`src/rtl/pc_next_unit.sv`:
```
// PC source selector and PC register for the multicycle CPU, with EPC capture,
// target-alignment checking, a sticky bad-select flag and an accepted-write counter.
module pc_next_unit #(
  parameter int                 WIDTH      = 32,
  parameter int                 NUM_SRC    = 5,
  parameter int                 SEL_W      = 3,
  parameter int                 ALIGN_BITS = 2,
  parameter logic [WIDTH-1:0]   RESET_PC   = '0,
  parameter logic [WIDTH-1:0]   EPC_OFFSET = WIDTH'(4),
  parameter int                 CNT_W      = 16
) (
  input  logic                     clk,
  input  logic                     reset,
  input  logic [SEL_W-1:0]         pc_src,
  input  logic [NUM_SRC*WIDTH-1:0] src_data,
  input  logic                     pc_write,
  input  logic                     pc_write_cond,
  input  logic                     branch_taken,
  input  logic                     epc_write,
  input  logic                     err_clr,
  output logic [WIDTH-1:0]         pc_out,
  output logic [WIDTH-1:0]         next_pc,
  output logic [WIDTH-1:0]         epc_out,
  output logic                     align_exc,
  output logic [WIDTH-1:0]         bad_addr,
  output logic                     sel_err,
  output logic [CNT_W-1:0]         upd_cnt
);

  // A zero mask makes every target count as aligned when ALIGN_BITS is 0.
  localparam logic [WIDTH-1:0] ALIGN_MASK =
    (ALIGN_BITS == 0) ? '0 : WIDTH'((64'd1 << ALIGN_BITS) - 64'd1);

  logic wr_req;
  logic sel_ok;
  logic aligned;

  always_comb begin
    next_pc = '0;
    for (int i = 0; i < NUM_SRC; i++) begin
      if (32'(pc_src) == i) next_pc = src_data[i*WIDTH +: WIDTH];
    end
  end

  assign wr_req  = pc_write | (pc_write_cond & branch_taken);
  assign sel_ok  = (32'(pc_src) < 32'(NUM_SRC));
  assign aligned = ((next_pc & ALIGN_MASK) == '0);

  always_ff @(posedge clk or posedge reset) begin
    if (reset) begin
      pc_out    <= RESET_PC;
      epc_out   <= '0;
      bad_addr  <= '0;
      upd_cnt   <= '0;
      align_exc <= 1'b0;
      sel_err   <= 1'b0;
    end else begin
      align_exc <= 1'b0;
      // EPC always samples the pre-edge PC, even when the PC is written this cycle.
      if (epc_write) epc_out <= pc_out - EPC_OFFSET;
      if (wr_req && sel_ok && aligned) begin
        pc_out  <= next_pc;
        upd_cnt <= upd_cnt + CNT_W'(1);
      end
      if (wr_req && sel_ok && !aligned) begin
        bad_addr  <= next_pc;
        align_exc <= 1'b1;
      end
      // A new bad select takes priority over a simultaneous clear.
      if (wr_req && !sel_ok) sel_err <= 1'b1;
      else if (err_clr)      sel_err <= 1'b0;
    end
  end

endmodule
```
`config.mk`:
```
export PLATFORM = sky130hd
export DESIGN_NAME = pc_next_unit
export DESIGN_NICKNAME = d
export VERILOG_FILES = /design/src/rtl/pc_next_unit.sv
export SDC_FILE = /design/constraint.sdc
export NUM_CORES = 1
export LEC_CHECK = 0
export CAP_MARGIN = 10
export CORE_AREA = 2 2 122 124
export CTS_CLUSTER_DIAMETER = 120
export DETAILED_ROUTE_END_ITERATION = 16
export DIE_AREA = 0 0 124 126
export GPL_ROUTABILITY_DRIVEN = 0
export PLACE_DENSITY = 0.85
export SLEW_MARGIN = 15
export SYNTH_ARGS = -nofsm -noshare
export SYNTH_HDL_FRONTEND = slang
export SYNTH_SLANG_ARGS = --single-unit
export TNS_END_PERCENT = 20
```
`constraint.sdc`:
```
create_clock -name clk -period 12.6 [get_ports clk]
set_clock_uncertainty 0.1 [all_clocks]
set_input_delay 3.15 -clock clk [delete_from_list [all_inputs] [get_ports clk]]
set_output_delay 3.15 -clock clk [all_outputs]
set_load 0.01 [all_outputs]
```
==> reports/qor.csv <==
metric,value,unit
run_status,completed,
drt_wl_total,21300,µm
synthDistinctLibCells,31,
rows,44,
cap_viol_max_count,0,
p_per_area,162,mW/mm²
cp_slowest_cell,sky130_fd_sc_hd__buf_4,
worst_path_largest_cell_delay,0.66,ns
timing.fmax,108,MHz
ctsLongestPathBuffers,2,
worst-setup-path-type,in2out,
layout-drive-gt1-share,0.126,
critical_path_peak_fanout,66,
drc,0,
worstHoldStart,bad_addr[1],
clock_insertion_delay_worst_skew,0.42,ns
path_delay_family,buffers and inverters,
wl_per_cell,19.9,µm
crit_top_cell,sky130_fd_sc_hd__buf_4,
fin_tns_setup,0,ns
floorplan.initialDensity,0.418,
finalNetCount,1049,
die_w,124,µm
postSynthNetCount,744,
required,9.35,ns
final_core_util,0.693,
numClockSinks,114,
clkTransAtPathRegs,0.06,ns
dieArea,0.0156,mm²
timing.hold.ws,0.391,ns
portion_of_the_clock_cycle_consumed_by_the_worst_path_in_the_final_layout,0.733,
rsz0062_at_grt,false,
globalRouteOverflowTotal,0,
syn-mean-instance-area,10.5,µm²
cts_repair_resize_count,0,
hpwlAfterDp,16400,µm
cts.htree.levels,4,
area.growth.synth_to_final,65.6,%
post_synth_instance_area,0.00599,mm²
filler_cell_count,1090,
final_cells,1074,
setup_viol,0,
leakage_power_total,4.20,nW
n_antenna_cell,0,
worst_pin_slew,1.12,ns
timing.final.max_slew_violations,0,
power.total,1.61,mW
vias_per_cell,5.33,
cts.repair_timing.setup_buffer_count,0,
synth-seq-cells,114,
cts_root_buffer,sky130_fd_sc_hd__clkbuf_16,
timing.critical_path.from_type,primary input,
ant_nets,0,
vdd_ir_drop_max,0.0873,mV
initial_antenna_violation_count,0,
final_hold_viol_count,0,
critical_path.startpoint,pc_src[1],
placed_cells_incl_taps,1042,
chipHeight,126,µm
synth_cells,572,
timing.critical_path.cells,"buf_2, buf_4, nor2b_2, buf_4, a21oi_1, o22ai_1, clkdlybuf4s50_1",
grt_start_max_net_pins,67,
worst-path-buf-inv,4,
ioPinCount,316,
io_buffer_count,315,
min_period,9.24,ns
globalRouteTotalUtil,0.282,
detailedRoute.firstPassIterationCount,5,
worst-endpoint-arrival,5.99,ns
hp-class,reg2reg,
sequential_area,0.00285,mm²
synth_sequential_area_ratio,0.476,
multiInputGateArea,0.00297,mm²
clock_tree_from_tritoncts,yes,
timing.max_slew.rel_slack,0.249,
drt_iter0_markers,475,
design.core.area,0.0143,mm²
cts-hold-fix-buffers,0,
grt_pass1_vias,5815,
numCtsBuffers,17,
grt_first_pass_wirelength,32900,µm
yosys_warnings,0,
detailroute.via_count,5724,
r2r-start,pc_out[9],
worstSetupEndpointType,primary output,
-- Yosys cell counts --
library cell	instances	area share
sky130_fd_sc_hd__dfrtp_1	114	0.48
sky130_fd_sc_hd__nor2_1	72	0.045
sky130_fd_sc_hd__mux2_2	63	0.12
sky130_fd_sc_hd__mux2i_1	62	0.10
sky130_fd_sc_hd__a21oi_1	58	0.048
sky130_fd_sc_hd__o22ai_1	33	0.034
sky130_fd_sc_hd__xnor2_1	31	0.045
sky130_fd_sc_hd__clkbuf_1	24	0.015
sky130_fd_sc_hd__nand2_1	18	0.011
sky130_fd_sc_hd__nor3_1	12	0.010
sky130_fd_sc_hd__xor2_1	10	0.015
sky130_fd_sc_hd__buf_1	9	0.0056
sky130_fd_sc_hd__nand3_1	9	0.0075
sky130_fd_sc_hd__inv_1	7	0.0044
sky130_fd_sc_hd__or3_1	7	0.0073
sky130_fd_sc_hd__and3_1	6	0.0063
sky130_fd_sc_hd__buf_2	4	0.0033
sky130_fd_sc_hd__nand4_1	4	0.0042
sky130_fd_sc_hd__nor4_1	4	0.0042
sky130_fd_sc_hd__o21ai_0	4	0.0033
sky130_fd_sc_hd__and4_1	3	0.0044
sky130_fd_sc_hd__nor2b_1	3	0.0031
sky130_fd_sc_hd__a31oi_1	2	0.0021
sky130_fd_sc_hd__and2_1	2	0.0021
sky130_fd_sc_hd__ha_1	2	0.0042
sky130_fd_sc_hd__nor3_2	2	0.0033
sky130_fd_sc_hd__or2_2	2	0.0021
sky130_fd_sc_hd__or4_4	2	0.0038
sky130_fd_sc_hd__mux4_2	1	0.0038
sky130_fd_sc_hd__nand2b_1	1	0.0010
sky130_fd_sc_hd__nand3b_1	1	0.0013
-- layer usage --
layer / routed length (µm) / GRT usage
met1: 8960 / 0.369
met2: 10600 / 0.459
met3: 1240 / 0.0648
met4: 488 / 0.0972
met5: 0 / 0
-- worst register-to-register path: stages (launching register included) --
cell and delay, ns:
sky130_fd_sc_hd__dfrtp_1 0.42, sky130_fd_sc_hd__or3_1 0.50, sky130_fd_sc_hd__or4_4 0.58, sky130_fd_sc_hd__or4_4 0.56, sky130_fd_sc_hd__nor3_2 0.20, sky130_fd_sc_hd__xnor2_1 0.14
sky130_fd_sc_hd__a21oi_1 0.08
-- final timing paths --
kind                                 to  slack (ns)  cells past startpoint
max                         next_pc[27]        3.36                      7
min                         bad_addr[1]        0.39                      2
max reg2reg                 epc_out[31]        9.86                      6
min reg2reg                 bad_addr[1]        0.39                      2
max in group asynchronous  bad_addr[16]        8.08                      3
min in group asynchronous   bad_addr[2]        3.10                      2
-- final cells by class --
cell class                      instances  share of cell area
Timing Repair Buffer                  323               0.323
Inverter                                7             0.00290
Multi-Input combinational cell        414               0.300
Clock inverter                          8              0.0151
Sequential cell                       114               0.288
Tap cell                              184              0.0232
Clock buffer                           24              0.0486
-- flip-flops by register name, indices dropped and copies added (netlist names) --
signal     cells
bad_addr      32
epc_out       32
pc_out        32
upd_cnt       16
align_exc      1
sel_err        1
-- power breakdown --
group	internal [mW]	total [mW]	switching, mW
Combinational	0.320	0.554	0.233
Clock	0.346	0.511	0.164
Sequential	0.457	0.547	0.0906
-- per-stage QoR --
stage	setup WS, ns	instance area (µm²)
final	3.36	9920
after global routing	3.19	9920
after floorplan	4.79	5990
after global placement	3.51	9280
after detailed placement	3.39	9280
after CTS	3.40	9920
-- placed cells by master (no fill, tap or decap), types with 4 or more instances in the layout --
| master | Yosys | routed |
|---|---|---|
| sky130_fd_sc_hd__bufinv_16 | 0 | 4 |
| sky130_fd_sc_hd__clkbuf_16 | 0 | 17 |
| sky130_fd_sc_hd__o21ai_0 | 4 | 4 |
| sky130_fd_sc_hd__inv_1 | 7 | 6 |
| sky130_fd_sc_hd__xor2_1 | 10 | 10 |
| sky130_fd_sc_hd__nor4_1 | 4 | 4 |
| sky130_fd_sc_hd__dfrtp_1 | 114 | 114 |
| sky130_fd_sc_hd__clkdlybuf4s50_1 | 0 | 312 |
| sky130_fd_sc_hd__clkbuf_1 | 24 | 4 |
| sky130_fd_sc_hd__o22ai_1 | 33 | 33 |
| sky130_fd_sc_hd__nor3_1 | 12 | 11 |
| sky130_fd_sc_hd__mux2i_1 | 62 | 62 |
| sky130_fd_sc_hd__nand3_1 | 9 | 9 |
| sky130_fd_sc_hd__nand2_1 | 18 | 18 |
| sky130_fd_sc_hd__xnor2_1 | 31 | 31 |
| sky130_fd_sc_hd__or3_1 | 7 | 7 |
| sky130_fd_sc_hd__and3_1 | 6 | 6 |
| sky130_fd_sc_hd__mux2_2 | 63 | 63 |
| sky130_fd_sc_hd__buf_4 | 0 | 8 |
| sky130_fd_sc_hd__clkinvlp_4 | 0 | 4 |
| sky130_fd_sc_hd__nand4_1 | 4 | 4 |
| sky130_fd_sc_hd__a21oi_1 | 58 | 58 |
| sky130_fd_sc_hd__nor2_1 | 72 | 72 |
-- kinds of logic (layout without fill, tap and decap cells) --
logic type | Yosys count | count (layout) | share of synthesized area
adders and majority gates | 2 | 2 | 0.00418
DFF | 114 | 114 | 0.476
buffers and inverters | 44 | 362 | 0.0284
xor gates and xnor gates | 41 | 41 | 0.0600
AOI/OAI and AO/OA | 97 | 97 | 0.0884
and+or+nand+nor | 148 | 148 | 0.117
muxes | 126 | 126 | 0.226
(Power assumes the default switching activity.)
